## src/rtl/onehot_decoder_pipe.sv

```systemverilog
// Registered binary-to-one-hot decoder with a 2-entry skid buffer
// and a sticky accumulator of every delivered one-hot word.
module onehot_decoder_pipe #(
  parameter int CODE_WIDTH = 3
) (
  input  logic                         clk,
  input  logic                         rst_n,
  input  logic                         in_valid,
  output logic                         in_ready,
  input  logic [CODE_WIDTH-1:0]        in_code,
  input  logic                         in_en,
  output logic                         out_valid,
  input  logic                         out_ready,
  output logic [(1<<CODE_WIDTH)-1:0]   out_onehot,
  output logic [(1<<CODE_WIDTH)-1:0]   seen,
  input  logic                         seen_clr
);

  localparam int DEC_WIDTH = 1 << CODE_WIDTH;

  typedef enum logic [1:0] {
    EMPTY = 2'd0,
    ONE   = 2'd1,
    FULL  = 2'd2
  } state_t;

  state_t state, state_nx;

  logic [DEC_WIDTH-1:0] head;
  logic [DEC_WIDTH-1:0] tail;
  logic [DEC_WIDTH-1:0] word;
  logic                 push;
  logic                 pop;

  assign push = in_valid & in_ready;
  assign pop  = out_valid & out_ready;

  always_comb begin
    word = '0;
    if (in_en)
      word = {{(DEC_WIDTH-1){1'b0}}, 1'b1} << in_code;
  end

  always_ff @(posedge clk or negedge rst_n) begin
    if (!rst_n)
      state <= EMPTY;
    else
      state <= state_nx;
  end

  always_comb begin
    state_nx = state;
    unique case (state)
      EMPTY: if (push) state_nx = ONE;
      ONE: begin
        if (push && !pop)
          state_nx = FULL;
        else if (pop && !push)
          state_nx = EMPTY;
      end
      FULL: if (pop) state_nx = ONE;
      default: state_nx = EMPTY;
    endcase
  end

  always_comb begin
    out_valid = 1'b0;
    in_ready  = 1'b1;
    unique case (state)
      EMPTY: ;
      ONE:   out_valid = 1'b1;
      FULL: begin
        out_valid = 1'b1;
        in_ready  = 1'b0;
      end
      default: ;
    endcase
  end

  assign out_onehot = out_valid ? head : '0;

  // head is the oldest word; tail only fills while head is held
  always_ff @(posedge clk or negedge rst_n) begin
    if (!rst_n) begin
      head <= '0;
      tail <= '0;
    end else begin
      if (push && (state == EMPTY || pop))
        head <= word;
      else if (pop && state == FULL)
        head <= tail;
      if (push && state == ONE && !pop)
        tail <= word;
    end
  end

  // a word popped alongside a clear survives it
  always_ff @(posedge clk or negedge rst_n) begin
    if (!rst_n)
      seen <= '0;
    else if (seen_clr && pop)
      seen <= out_onehot;
    else if (seen_clr)
      seen <= '0;
    else if (pop)
      seen <= seen | out_onehot;
  end

endmodule

```

## config.mk

```make
export PLATFORM = sky130hd
export DESIGN_NAME = onehot_decoder_pipe
export DESIGN_NICKNAME = d
export VERILOG_FILES = /design/src/rtl/onehot_decoder_pipe.sv
export SDC_FILE = /design/constraint.sdc
export NUM_CORES = 1
export LEC_CHECK = 0
export ABC_CLOCK_PERIOD_IN_PS = 1850
export BUFFER_PORTS_ARGS = -buffer_cell sky130_fd_sc_hd__buf_4
export CORE_MARGIN = 2
export CORE_UTILIZATION = 30
export CTS_BUF_LIST = sky130_fd_sc_hd__clkbuf_2 sky130_fd_sc_hd__clkbuf_4 sky130_fd_sc_hd__clkbuf_8
export DETAILED_ROUTE_END_ITERATION = 8
export SETUP_SLACK_MARGIN = 0.1
export SYNTH_ARGS = -nofsm -noshare
export SYNTH_HDL_FRONTEND = slang
export SYNTH_SLANG_ARGS = --single-unit
```

## constraint.sdc

```tcl
create_clock -name clk -period 1.85 [get_ports clk]
set_input_delay 0.0925 -clock clk [delete_from_list [all_inputs] [get_ports clk]]
set_output_delay 0.0925 -clock clk [all_outputs]
set_load 0.005 [all_outputs]
```

==> summary.txt, run 1 <==
Outcome
  • Status: completed

Placement
  • IO buf count: 26
  • DP Area: around 1500 µm²
  • Placement Setup Slack: 77.0 ps
  • Post-DP HPWL: 2160 µm
  • GP Congestion: about 0.80

Die
  • # rows: 23
  • Die height: around 70 µm
  • Initial Util: 0.319
  • Core Region: roughly 4000 µm²
  • Die Area: 4890 µm²
  • Top-level I/O count: 27
  • Die width: 70.0 µm

Route
  • DRC Markers: 0
  • DR vias: 1017
  • DR vias/cell: 4.94
  • Detailed Route WL: between 2000 and 3000 µm
  • Iter 0 DRT Violations: 42
  • Final ANT Viol Nets: 0
  • 1st-pass router iterations: 4
  • Average wire per standard cell: 14.2 µm

Clock network
  • Root Buffer: clkbuf_8
  • CTS tree: built
  • Maximum clock path buffer count: 2
  • Clock transition at the registers of the reported paths: around 90 ps
  • H-tree level count: 1
  • TritonCTS Buffers: 3
  • Clk sinks: 26
  • Worst-Skew Late Latency: approximately 270 ps

Layout
  • N_diodes: 0
  • Core Util, Final: 0.409
  • Fillers: 413
  • Area grow syn2layout: 28.2%
  • Nets: 170
  • Leading cell type in the layout, fill and taps excluded: buf_4
  • Ratio of cells with drive above 1 in the final layout: 0.314
  • Post-Layout Inst Area: 1670 µm²
  • Most frequent cells in the layout: 30 x buf_4, 26 x dfrtp_1, 18 x nand2_1, 12 x inv_1, 9 x and2_1

Global route
  • Gr ovfl total: 0
  • Total Routing Usage GR: 0.123
  • Largest net degree at the start of global routing: 27
  • Global-route wire length before repair: about 5000 µm
  • Initial antenna violation count: 0
  • Vias in the first global route: slightly above 1000

Min path
  • Hold WC Path Type: input port to flop
  • Cell count of the worst hold path: 2

STA
  • Min Hold Slack: 55.5 ps
  • Count of pins over their slew limit: 0
  • Rel. slew slack: 0.772
  • Final worst slack: 171 ps
  • Final setup vio count: 0
  • RSZ-0062 raised after global routing: true
  • Crit path time final: 1680 ps
  • Skew final: around 7.6 ps
  • Setup TNS: 0 ps
  • Slew of the pin with the lowest slew margin: 341 ps
  • Tcrit/Tclk final: 0.907
  • Max frequency: around 600 MHz
  • Fin. Hold Viols: 0

Power and ir drop
  • Pint: roughly 1.4 mW
  • P_sw: 0.750 mW
  • Leakage Power: 0.764 nW
  • Max VDD drop: 0.518 mV
  • Clock network fraction of total power: 0.213
  • Comb pwr share: 0.418
  • Register share of total power: 0.369
  • Pwr Density: approximately 1300 nW/µm²
  • Switching Share: 0.344

Synth
  • Post-synthesis cell type count: 33
  • Post-synthesis sequential area ratio: 0.499
  • Synthesis-stage register bit count: 26
  • Syn nets: 139
  • Cells after Synth: 126
  • Synth Cell Area: 1310 µm²
  • Ys flop type: dfrtp_1
  • Post-synth EDFFs: 0
  • Ys async rst share: 1.00
  • Ys Warns: 0
  • Syn_area_per_cell: approximately 10 µm²

Critical path
  • Critical path startpoint: state[0]
  • Data required time of the worst path: 2020 ps
  • CP max FO: 17
  • Startpoint types: flop
  • CP Class: flop to flop
  • R2r endpoint: tail[0]
  • Crit path capture type: flop
  • R2r setup slk: between 150 and 200 ps
  • Reg2Reg Depth: 5
  • Worst Setup EP: tail[0]
  • Crit path DAT: 1850 ps
  • RR Startpoint: state[0]

Job
  • # Max-Cap Violations: 0
state kept, by name, summed over array words and instances (netlist names):
signal  cells
seen        8
head        8
tail        8
state       2
cells in the mapped netlist (2+ instances only):
| master | count | area share |
|---|---|---|
| and2_1 | 9 | 0.043 |
| nand2b_1 | 3 | 0.014 |
| nor2_1 | 4 | 0.012 |
| nand2_1 | 18 | 0.052 |
| o31ai_1 | 5 | 0.029 |
| a221o_1 | 8 | 0.061 |
| o21ai_0 | 8 | 0.031 |
| inv_1 | 13 | 0.037 |
| a21oi_1 | 2 | 0.0077 |
| ha_1 | 4 | 0.038 |
| buf_6 | 2 | 0.017 |
| nor3_1 | 4 | 0.015 |
| dfrtp_1 | 26 | 0.50 |
worst max-delay path, stage by stage (launching register included):
cell and delay (ps):
dfrtp_1 400, inv_2 80, ha_1 260, and2b_4 340
nand3_4 200, o41ai_2 310
cells by family after synthesis:
family,share of synthesized area
xor+xnor,0.00671
compound gates,0.216
simple gates,0.174
flops,0.499
fa+ha+maj,0.0384
buf+inv,0.0671
cell type report:
| class | instances | area, µm² | share of cell area |
|---|---|---|---|
| Sequential cell | 26 | 651 | 0.389 |
| Multi-Input combinational cell | 82 | 604 | 0.361 |
| Timing Repair Buffer | 31 | 235 | 0.141 |
| Tap cell | 50 | 62.6 | 0.0374 |
| Inverter | 13 | 48.8 | 0.0292 |
| Clock buffer | 3 | 41.3 | 0.0247 |
| Clock inverter | 1 | 30.0 | 0.0180 |
routing by layer:
| metal | routed length (µm) | track usage | vias to the layer above |
|---|---|---|---|
| met5 | 0 | 0 | - |
| met4 | 60 | 0.0321 | 0 |
| met3 | 199 | 0.0390 | 6 |
| met2 | 1280 | 0.196 | 42 |
| met1 | 1380 | 0.163 | 470 |
| li1 | - | - | 499 |
per-stage QoR:
step	power, mW	cells
6_report	2.18	206
5_1_grt	2.34	206
4_1_cts	2.11	204
3_5_place_dp	1.63	199
3_3_place_gp	1.60	199
2_1_floorplan	1.35	126
repair_timing:
item	in CTS	in global routing
pin swaps	0	2
endpoints found under the setup margin	4	16
gates resized for setup	1	5
endpoints found under the hold margin	26	0
hold buffers	1	0
setup buffers	0	2
power groups by stage:
stage	Combinational, mW	Sequential [mW]	Clock, mW
CTS	0.826	0.802	0.478
finish	0.911	0.805	0.465
floorplan	0.569	0.783	0
detailed placement	0.814	0.814	0
global placement	0.793	0.808	0
global route	1.01	0.824	0.505
worst min path at each step:
stage                  start  endpoint  slack, ps
floorplan              rst_n   head[0]       -200
global placement       rst_n   seen[4]         10
detailed placement     rst_n   seen[1]         30
CTS                 seen_clr   seen[5]         50
global route        seen_clr   seen[7]         60
finish              seen_clr   seen[5]         60
Power figures use the tool's default switching activity.
==> run 2, diff against run 1 <==
==> constraint.sdc (replaced) <==
create_clock -name clk -period 1.85 [get_ports clk]
set_input_delay 0 -clock clk [delete_from_list [all_inputs] [get_ports clk]]
set_output_delay 0 -clock clk [all_outputs]
set_load 0.005 [all_outputs]
==> summary.txt, run 2 (same netlist as run 1, synthesis figures left out) <==
Critical path
  • CP Class: flop to flop
  • CP delay by family, top: simple AND/OR/NAND/NOR gates
  • CP bufs+invs: 1
  • Crit path DAT: 1850 ps
  • Crit path largest cell delay: 400 ps
  • Slowest stage cell, crit path: dfrtp_1
  • CP max FO: 17
  • Crit path capture type: flop
  • Startpoint types: flop
  • Data required time of the worst path: approximately 2000 ps
  • Cell Chain, Critical Path: inv_2, ha_1, and2b_4, nand3_4, o41ai_2

STA
  • Final setup vio count: 0
  • Rel. slew slack: 0.773
  • Crit path time final: around 1700 ps
  • Max frequency: 595 MHz
  • Slew of the pin with the lowest slew margin: between 300 and 400 ps
  • Tcrit/Tclk final: 0.908
  • RSZ-0062 raised after global routing: true
  • Setup TNS: 0 ps
  • Count of pins over their slew limit: 0
  • Min Hold Slack: 139 ps
  • Fin. Hold Viols: 0
  • Final worst slack: 170 ps
  • Skew final: 6.96 ps

Global route
  • Global-route wire length before repair: 4980 µm
  • Gr ovfl total: 0
  • Largest net degree at the start of global routing: 27
  • Total Routing Usage GR: 0.125
  • Initial antenna violation count: 0
  • Vias in the first global route: 1046

Min path
  • Hold WC Path Type: input port to flop

Route
  • DR vias: 1021
  • Iter 0 DRT Violations: 53
  • DR vias/cell: 4.89
  • Average wire per standard cell: 14.0 µm
  • Detailed Route WL: 2930 µm
  • DRC Markers: 0
  • 1st-pass router iterations: 4
  • Final ANT Viol Nets: 0

Power and ir drop
  • Pwr Density: 1280 nW/µm²
  • Max VDD drop: between 0.5 and 0.6 mV
  • Leakage Power: between 0.7 and 0.8 nW

Die
  • Initial Util: 0.319
  • Die width: 70.0 µm
  • Die Area: 4890 µm²
  • Top-level I/O count: 27
  • Core Region: 4090 µm²
  • # rows: 23
  • Die height: 70.0 µm

Clock network
  • H-tree level count: 1
  • TritonCTS Buffers: 3
  • Maximum clock path buffer count: 2
  • Root Buffer: clkbuf_8
  • Clock transition at the registers of the reported paths: 80 ps
  • CTS tree: built
  • Clk sinks: 26
  • Worst-Skew Late Latency: 270 ps

Layout
  • N_diodes: 0
  • Ratio of cells with drive above 1 in the final layout: 0.308
  • Most frequent cells in the layout: 30 x buf_4, 26 x dfrtp_1, 18 x nand2_1, 12 x inv_1, 9 x and2_1
  • Area grow syn2layout: 30.5%
  • Regs by FF count: head (8), seen (8), tail (8)
  • Leading cell type in the layout, fill and taps excluded: buf_4
  • Nets: 173
  • Core Util, Final: 0.417

Placement
  • Placement Setup Slack: 77.0 ps
  • GP Congestion: approximately 0.8
  • IO buf count: 26
  • Post-DP HPWL: between 2000 and 2500 µm

Outcome
  • Status: completed

Job
  • # Max-Cap Violations: 0
==> run 2: changes by cell type in the layout (fill, tap and decap cells not counted), sizes merged <==
cell,delta
dlygate4sd3,+3
==> run 2: worst register-to-register path: stages, from the launching register on <==
cell,delay [ps]
dfrtp_1,400
inv_2,80
ha_1,260
and2b_4,340
nand3_4,200
o41ai_2,310
==> run 2: final timing paths <==
path / start / to / slack (ps) / cells after the start
setup reg to reg: state[0] / tail[0] / 170 / 5
max in group asynchronous: rst_n / tail[4] / 1430 / 2
hold reg to reg: tail[3] / tail[3] / 500 / 2
hold / removal: in_code[2] / tail[7] / 140 / 3
min in group asynchronous: rst_n / seen[5] / 160 / 2
setup / recovery: state[0] / tail[0] / 170 / 5
==> run 2: final cells by class <==
class | count | area (µm²)
clock inverter | 1 | 30.0
tap | 50 | 62.6
multi-input combinational | 82 | 604
fill | 406 | 2380
clock buffer | 3 | 41.3
inverter | 13 | 48.8
sequential | 26 | 651
timing repair buffer | 34 | 265
==> run 2: stage by stage <==
| step | power, mW | instances | cell area, µm² |
|---|---|---|---|
| after global routing | 2.35 | 209 | 1700 |
| after floorplan | 1.35 | 126 | 1310 |
| after CTS | 2.11 | 207 | 1650 |
| after global placement | 1.60 | 199 | 1540 |
| final | 2.19 | 209 | 1700 |
| after detailed placement | 1.63 | 199 | 1540 |
==> run 2: metal layers <==
layer / part of all wire / global-route usage / wire length (µm) / up-vias
li1: - / - / - / 505
met1: 0.48 / 0.163 / 1410 / 475
met2: 0.44 / 0.200 / 1280 / 35
met3: 0.061 / 0.0390 / 178 / 6
met4: 0.020 / 0.0321 / 60 / 0
met5: 0 / 0 / 0 / -
==> run 2: report_power, final <==
group / leakage (nW) / internal, mW / switching (mW) / total, mW
sequential: 0.356 / 0.703 / 0.102 / 0.805
combinational: 0.385 / 0.443 / 0.474 / 0.917
clock: 0.0357 / 0.289 / 0.176 / 0.465
total: 0.776 / 1.44 / 0.752 / 2.19
==> run 2: what timing repair did <==
| action | CTS | global route |
|---|---|---|
| endpoints found under the setup margin | 4 | 16 |
| pin swaps | 0 | 2 |
| gates resized for setup | 1 | 5 |
| setup buffers | 0 | 2 |
| gates cloned | 0 | 0 |
| hold buffers | 4 | 0 |
| endpoints found under the hold margin | 36 | 0 |
